<file path="src/rtl/seg_scan_dri.sv">
// Multiplexed 7-segment scan driver: hex decode, per-digit dp, leading-zero blanking, 16-level duty.
// Optional blink support is compiled in with `define SEG_BLINK_EN (adds blink port and BLINK_DIV).
module seg_scan_dri #(
    parameter int DIG_NUM     = 6,
    parameter int CLK_DIV     = 50_000,
    parameter int SEG_ACT_LOW = 1,
    parameter int SEL_ACT_LOW = 1
`ifdef SEG_BLINK_EN
    ,
    parameter int BLINK_DIV   = 250
`endif
) (
    input  logic                   clk,
    input  logic                   rst_n,
    input  logic                   en,
    input  logic [4*DIG_NUM-1:0]   num,
    input  logic [DIG_NUM-1:0]     point,
    input  logic                   lz_en,
    input  logic [3:0]             bright,
`ifdef SEG_BLINK_EN
    input  logic [DIG_NUM-1:0]     blink,
`endif
    output logic [DIG_NUM-1:0]     sel,
    output logic [7:0]             seg_led
);

    localparam int CW = (CLK_DIV > 1) ? $clog2(CLK_DIV) : 1;
    localparam int IW = $clog2(DIG_NUM);
    localparam logic [DIG_NUM-1:0] SEL_OFF = (SEL_ACT_LOW != 0) ? '1 : '0;
    localparam logic [7:0]         SEG_OFF = (SEG_ACT_LOW != 0) ? 8'hFF : 8'h00;

    // Active-low g..a pattern for one hex digit.
    function automatic logic [6:0] f_decode(input logic [3:0] d);
        case (d)
            4'h0: f_decode = 7'b1000000;
            4'h1: f_decode = 7'b1111001;
            4'h2: f_decode = 7'b0100100;
            4'h3: f_decode = 7'b0110000;
            4'h4: f_decode = 7'b0011001;
            4'h5: f_decode = 7'b0010010;
            4'h6: f_decode = 7'b0000010;
            4'h7: f_decode = 7'b1111000;
            4'h8: f_decode = 7'b0000000;
            4'h9: f_decode = 7'b0010000;
            4'hA: f_decode = 7'b0001000;
            4'hB: f_decode = 7'b0000011;
            4'hC: f_decode = 7'b1000110;
            4'hD: f_decode = 7'b0100001;
            4'hE: f_decode = 7'b0000110;
            default: f_decode = 7'b0001110;
        endcase
    endfunction

    logic [CW-1:0]        r_cnt;
    logic [IW-1:0]        r_idx;
    logic                 r_en_d;
    logic [4*DIG_NUM-1:0] r_num;
    logic [DIG_NUM-1:0]   r_point;
    logic                 r_lz;
    logic [3:0]           r_bright;
    logic [DIG_NUM-1:0]   r_sel;
    logic [7:0]           r_seg;

    logic                 w_slot_end;
    logic                 w_last_dig;
    logic                 w_en_rise;
    logic [4*DIG_NUM-1:0] w_num_cur;
    logic [DIG_NUM-1:0]   w_point_cur;
    logic                 w_lz_cur;
    logic [3:0]           w_bright_eff;
    logic [31:0]          w_on_len;
    logic                 w_on;
    logic [3:0]           w_dig;
    logic                 w_dp;
    logic                 w_blank;
    logic                 w_zero_run;
    logic [DIG_NUM-1:0]   w_sel_oh;
    logic [7:0]           w_seg_n;
    logic                 w_blink_dark;

    assign w_slot_end = (r_cnt == CW'(CLK_DIV - 1));
    assign w_last_dig = (r_idx == IW'(DIG_NUM - 1));
    assign w_en_rise  = en & ~r_en_d;

    // On the enable edge the frame registers are still stale, so show the live inputs for that one cycle.
    assign w_num_cur   = w_en_rise ? num   : r_num;
    assign w_point_cur = w_en_rise ? point : r_point;
    assign w_lz_cur    = w_en_rise ? lz_en : r_lz;

    assign w_bright_eff = (r_cnt == '0) ? bright : r_bright;
    assign w_on_len     = ((32'(w_bright_eff) + 32'd1) * 32'(CLK_DIV)) >> 4;
    assign w_on         = (32'(r_cnt) < w_on_len);

    always_ff @(posedge clk or negedge rst_n) begin
        if (!rst_n) begin
            r_cnt    <= '0;
            r_idx    <= '0;
            r_en_d   <= 1'b0;
            r_num    <= '0;
            r_point  <= '0;
            r_lz     <= 1'b0;
            r_bright <= '0;
        end else begin
            r_en_d <= en;
            if (!en) begin
                r_cnt <= '0;
                r_idx <= '0;
            end else if (w_slot_end) begin
                r_cnt <= '0;
                r_idx <= w_last_dig ? '0 : r_idx + IW'(1);
            end else begin
                r_cnt <= r_cnt + CW'(1);
            end
            if (w_en_rise || (en && w_slot_end && w_last_dig)) begin
                r_num   <= num;
                r_point <= point;
                r_lz    <= lz_en;
            end
            if (en && (r_cnt == '0))
                r_bright <= bright;
        end
    end

    // Walk from the leftmost digit down so w_zero_run means "this digit and all above are zero".
    always_comb begin
        w_dig      = 4'd0;
        w_dp       = 1'b0;
        w_blank    = 1'b0;
        w_sel_oh   = '0;
        w_zero_run = 1'b1;
        for (int i = DIG_NUM - 1; i >= 0; i--) begin
            w_zero_run = w_zero_run & (w_num_cur[4*i +: 4] == 4'd0);
            if (r_idx == IW'(i)) begin
                w_dig       = w_num_cur[4*i +: 4];
                w_dp        = w_point_cur[i];
                w_blank     = w_lz_cur && (i != 0) && w_zero_run;
                w_sel_oh[i] = 1'b1;
            end
        end
    end

    assign w_seg_n = {~w_dp, (w_blank ? 7'h7F : f_decode(w_dig))};

`ifdef SEG_BLINK_EN
    localparam int BW = $clog2(BLINK_DIV + 1);
    logic [BW-1:0] r_bcnt;
    logic          r_blink_off;

    always_ff @(posedge clk or negedge rst_n) begin
        if (!rst_n) begin
            r_bcnt      <= '0;
            r_blink_off <= 1'b0;
        end else if (!en) begin
            r_bcnt      <= '0;
            r_blink_off <= 1'b0;
        end else if (w_slot_end) begin
            if (r_bcnt == BW'(BLINK_DIV - 1)) begin
                r_bcnt      <= '0;
                r_blink_off <= ~r_blink_off;
            end else begin
                r_bcnt <= r_bcnt + BW'(1);
            end
        end
    end

    assign w_blink_dark = r_blink_off & (|(blink & w_sel_oh));
`else
    assign w_blink_dark = 1'b0;
`endif

    always_ff @(posedge clk or negedge rst_n) begin
        if (!rst_n) begin
            r_sel <= SEL_OFF;
            r_seg <= SEG_OFF;
        end else if (en && w_on) begin
            r_sel <= (SEL_ACT_LOW != 0) ? ~w_sel_oh : w_sel_oh;
            if (w_blink_dark)
                r_seg <= SEG_OFF;
            else
                r_seg <= (SEG_ACT_LOW != 0) ? w_seg_n : ~w_seg_n;
        end else begin
            r_sel <= SEL_OFF;
            r_seg <= SEG_OFF;
        end
    end

    assign sel     = r_sel;
    assign seg_led = r_seg;

endmodule

</file>
<file path="config.mk">
export PLATFORM = sky130hd
export DESIGN_NAME = seg_scan_dri
export DESIGN_NICKNAME = d
export VERILOG_FILES = /design/src/rtl/seg_scan_dri.sv
export SDC_FILE = /design/constraint.sdc
export NUM_CORES = 1
export LEC_CHECK = 0
export CORE_ASPECT_RATIO = 0.5
export CORE_MARGIN = 1
export CORE_UTILIZATION = 50
export DETAILED_ROUTE_END_ITERATION = 12
export PLACE_DENSITY = 0.75
export SLEW_MARGIN = 20
export SYNTH_ARGS = -nofsm -noshare
export SYNTH_HDL_FRONTEND = slang
export SYNTH_SLANG_ARGS = --single-unit
</file>
<file path="constraint.sdc">
create_clock -name clk -period 19 [get_ports clk]
set_clock_uncertainty 0.2 [all_clocks]
set_input_delay 3.8 -clock clk [delete_from_list [all_inputs] [get_ports clk]]
set_output_delay 3.8 -clock clk [all_outputs]
set_load 0.01 [all_outputs]
</file>
* After elaboration in Yosys (flattened, before gate mapping)
Memory sizes are Yosys's and may differ from the RTL's. Index checks and enable logic that the tools add are counted.
Cells by class: $add $sub $neg 3, multiply operators 1, $lt $le $gt $ge 1, eq/ne operators 7, muxes and demuxes 36, bitwise operators 8, reduce and logical (&&, ||, !) cells 17
Operators by type and width (number):
- $mux 16 | 2
- $mux 4 | 7
- $mux 24 | 1
- $logic_not 4->1 | 5
- $mux 1 | 19
- $lt 16x17->1 | 1
- $mul 5x12->17 const B | 1
- $add 16x1->16 const B | 1
- $eq 16x16->1 const B | 1
- $logic_not 16->1 | 1
- $mux 6 | 2
- $logic_and 1x1->1 | 9
- $mux 3 | 3
- $mux 8 | 1
- $mux 7 | 1
- $eq 3x2->1 const B | 2
- $eq 3x3->1 const B | 2
- $not 6->6 | 1
- $add 4x1->5 const B | 1
- $and 1x1->1 | 5
- $add 3x1->3 const B | 1
- $eq 3x1->1 const B | 1
- $logic_not 3->1 | 1
- $ne 2x1->1 const B | 1
- 2 further kinds | 3
Storage, ports and cells: register bits after elaboration 69, bits in read-only memories 112, input port bits 38, output and inout port bits 14, word-level logic and storage cells 83, memories 1
Memory list:
- (name not given) | depth 16, bits a word 7, read ports 1, clocked after memory_dff 0, wr ports 0, RTL line 34 | case (d)

* Depth between registers and ports, before layout
depth in word-level cells 13, depth in mapped cells 30, depth with buffers taken out 29

* Least setup slack after synthesis
OpenSTA, ideal clock, no wires.
kind in2reg, start point input port bright[0], end point register r_seg[6] (netlist: seg_led[6]), setup time 0.112 ns, data arrival time 8.566 ns, required time 18.688 ns, path slack 10.122 ns, stages on the path 21, path buffers 0, cells stage by stage mux2_2 > ha_1 > xnor2_1 > ha_1 > xor2_1 > ha_1 > ha_1 > ha_1 > nand4b_1 > a2111oi_0 > nor3_1 > o21bai_1 > a21o_1 > nand2_1 > xor2_1 > ha_1 > or4b_2 > a221oi_1 > o211ai_1 > a22oi_2 > o221ai_1
Between the ends: longest elaborated chain between the ends 6
Ends and longest elaborated chain:
- start: declaration | RTL line 19 | input logic [3:0] bright,
- $mux 4 | RTL line 90 | assign w_bright_eff = (r_cnt == '0) ? bright : r_bright;
- $add 4x1->5 | RTL line 91 | assign w_on_len = ((32'(w_bright_eff) + 32'd1) * 32'(CLK_DIV)) >> 4;
- $mul 5x12->17 | RTL line 91
- $lt 16x17->1 | RTL line 92 | assign w_on = (32'(r_cnt) < w_on_len);
- $logic_and 1x1->1 | RTL line 175 | end else if (en && w_on) begin
- $mux 8 | RTL line 175
- end signal: assignment | RTL line 180 | r_seg <= (SEG_ACT_LOW != 0) ? w_seg_n : ~w_seg_n;
- end: declaration | RTL line 62 | logic [7:0] r_seg;
Every way passes these cells. A chain may end at the register's enable or synchronous reset.

* Worst setup path in the final report
Same ends and word-level chain as after synthesis.

==> run metrics <==
sw power around 0.27 mW; CTS Buf Count 9; Avg WL per Cell approximately 17 µm; critical path, cell by cell clkdlybuf4s50_1 > mux2_2 > ha_1 > xnor2_1 > ha_1 > xor2_1 > ha_1 > ha_1 > ha_1 > nand4b_1 > a2111oi_0 > nor3_1 > o21bai_1 > a21o_1 > nand2_1 > xor2_1 > ha_1 > or4b_2 > a221oi_1 > o211ai_1 > a22oi_2 > o221ai_1; WP data required between 15000 and 20000 ps; Worst Reg-to-Reg Cells 25; Antenna Cells 0; reg2reg end seg_led[6]; drc violations 0; Post-CTS Setup Bufs 0; largest buffer count on any clock path 2; top cell type's share of synthesized area 0.272; CP max FO 7; Post-Route WL 11.7 mm; hold-fix buffers at CTS 0; Final Slew Violations 0; Min Hold Slack roughly 290 ps; Logic pwr share 0.499; clock root cell clkbuf_16; Synth cell types between 70 and 80; Worst Hold Launch r_num[0]; register share of total power 0.270; clock power share 0.231; top cell type by total area after synthesis dfrtp_1; Async SR Flop Fraction 1.00; outcome complete, no violations; Slew HR 0.398; Post-Syn Area per Cell around 9.9 µm²; setup TNS 0 ps; Tmin final ~9600 ps; Arr. time, crit path slightly below 10000 ps; final period utilization 0.506; Worst Setup Path Type in -> reg; WHS Path Cells 1; filler cell count 820; commonest non-fill, non-tap cell in the layout dfrtp_1; critical path startpoint category input pin; antenna violations before repair 0; First-pass DRT Iterations 5; largest net degree at the start of global routing 70; Int Pwr approximately 0.43 mW; DRT iter0 DRCs a little under 300; DP Wirelength a little under 9 mm; initial core utilization 0.525; clk slew on worst S/H paths ~60 ps; syn_nets ~600; CP Capture Type register; buffers added on ports 51; num rows 25; Most Frequent Cell on Critical Path ha_1; layout cell share with drive strength beyond 1 0.153; die area approximately 0.011 mm²; Core ar. approximately 0.0096 mm²; final setup violation count 0; GPL Wtd Cong between 0.8 and 0.9; switching part of the total 0.383; Placed Area 0.00566 mm²; vias in the first global route between 3000 and 4000; slowest stage delay, CP 640 ps; Cell Area, Synth just over 0.005 mm²; Pleak roughly 2.6 nW; Max Cap Viol 0; final core utilization 0.618; Final #Nets 648; Finished Cell Area 0.00595 mm²; first-pass GRT wire length between 15 and 20 mm; worst-margin pin slew between 800 and 900 ps; clk_lat worst skew between 300 and 400 ps; area of the multi-input gates around 0.0031 mm²; Yosys Warn Count 0; power per cell area 117 mW/mm²; final hold vios 0; Crit Reg-Reg Startpoint r_cnt[0]; PostCTS Resize Cnt 0; Post-synth top flop dfrtp_1; Post-Syn Instances approximately 500; Seq cells post-synth 69; synth top area cells dfrtp_1 27%, ha_1 13%, dfstp_2 7.3%; Layout area overhead 17.5%; Crit-path slowest cell or4b_2; FF+latch area roughly 0.0017 mm²; Hold EP r_num[0]; Die W between 100 and 150 µm; reg-to-reg slack, setup between 10000 and 15000 ps; fmax around 100 MHz; Vias 4081; I/O pin count 52; Clock Sinks 69; Die Y approximately 73 µm; CTS tree built; EDFF count, synth 0; Worst VDD drop ~0.06 mV; vias per cell just under 6; antenna-violating nets left 0; sequential area share after synthesis 0.345; Hold WC Path Type reg -> reg; most frequent cells in the layout 55 x dfrtp_1, 53 x nand2_1, 53 x ha_1; gr usage total 0.239; GRT overflow 0; H-tree depth 3; RSZ-0062 raised after global routing no
-- cell families after synthesis --
group	count (synthesis)	synth area share
DFF	69	0.345
and+or+nand+nor	157	0.159
AOI/OAI and AO/OA	96	0.135
xor gates and xnor gates	32	0.0554
buffers and inverters	47	0.0391
muxes	55	0.131
adders and majority gates	54	0.135
other	1	0.000741
-- critical path, delay by kind of cell --
family	cells	cell delay, ps
compound gates	7	1830
xor+xnor	3	660
fa+ha+maj	6	1580
buf+inv	1	410
mux	1	330
simple gates	4	1010
-- final cells by class --
class	count	share of cell area
Multi-Input combinational cell	395	0.524
Sequential cell	69	0.293
Timing Repair Buffer	54	0.0887
Clock buffer	11	0.0425
Tap cell	135	0.0284
Inverter	27	0.0170
Clock inverter	5	0.00568
-- worst max-delay path by stage --
| stage | startpoint | endpoint | slack (ps) | depth (start not counted) |
|---|---|---|---|---|
| global route | bright[0] | seg_led[6] | 8990 | 22 |
| global placement | bright[0] | seg_led[6] | 9300 | 22 |
| CTS | bright[0] | seg_led[6] | 9410 | 22 |
| floorplan | bright[0] | seg_led[6] | 10120 | 21 |
| detailed placement | bright[0] | seg_led[5] | 9090 | 22 |
| finish | bright[0] | seg_led[6] | 9390 | 22 |
-- layer usage --
layer,up-vias,global-route usage,share of wire
met4,0,0.0737,0.013
met2,126,0.396,0.46
li1,1953,-,-
met5,-,0,0
met1,1986,0.316,0.47
met3,16,0.0518,0.051
-- per-stage QoR --
step	setup slack, ps	std cells	total power, mW
3_3_place_gp	9300	680	0.522
3_5_place_dp	9090	680	0.534
6_report	9390	696	0.696
2_1_floorplan	10120	511	0.435
4_1_cts	9410	696	0.701
5_1_grt	8990	696	0.751
-- power by group through the flow --
stage | Sequential (mW) | Clock [mW] | Combinational (mW)
floorplan | 0.192 | 0 | 0.244
global placement | 0.189 | 0 | 0.333
detailed placement | 0.190 | 0 | 0.345
CTS | 0.188 | 0.164 | 0.349
global route | 0.190 | 0.170 | 0.391
finish | 0.188 | 0.161 | 0.347
-- flip-flops by register name, indices dropped and copies added, names as in the netlist --
register	cells
r_num	24
r_cnt	16
seg_led	8
r_point	6
sel	6
r_bright	4
r_idx	3
r_en_d	1
r_lz	1
-- cells in the mapped netlist (3+ instances only) --
cell type and instances:
a211oi_1 3, a21boi_0 3, a21o_1 9, a21oi_1 22, a221oi_1 3, a31oi_1 5
and2_1 4, and3_1 6, and4_1 3, buf_2 8, clkbuf_1 8, dfrtp_1 55
dfstp_2 14, ha_1 53, inv_1 25, mux2_1 10, mux2_2 31, mux2i_1 9
mux4_2 5, nand2_1 53, nand2b_1 3, nand3_1 14, nand4_1 4, nor2_1 34
nor3_1 9, nor4_1 7, o211ai_1 5, o21ai_0 10, o21bai_1 6, o31ai_1 3
xnor2_1 16, xor2_1 16
Note: power is estimated with default switching activity, not from simulation.
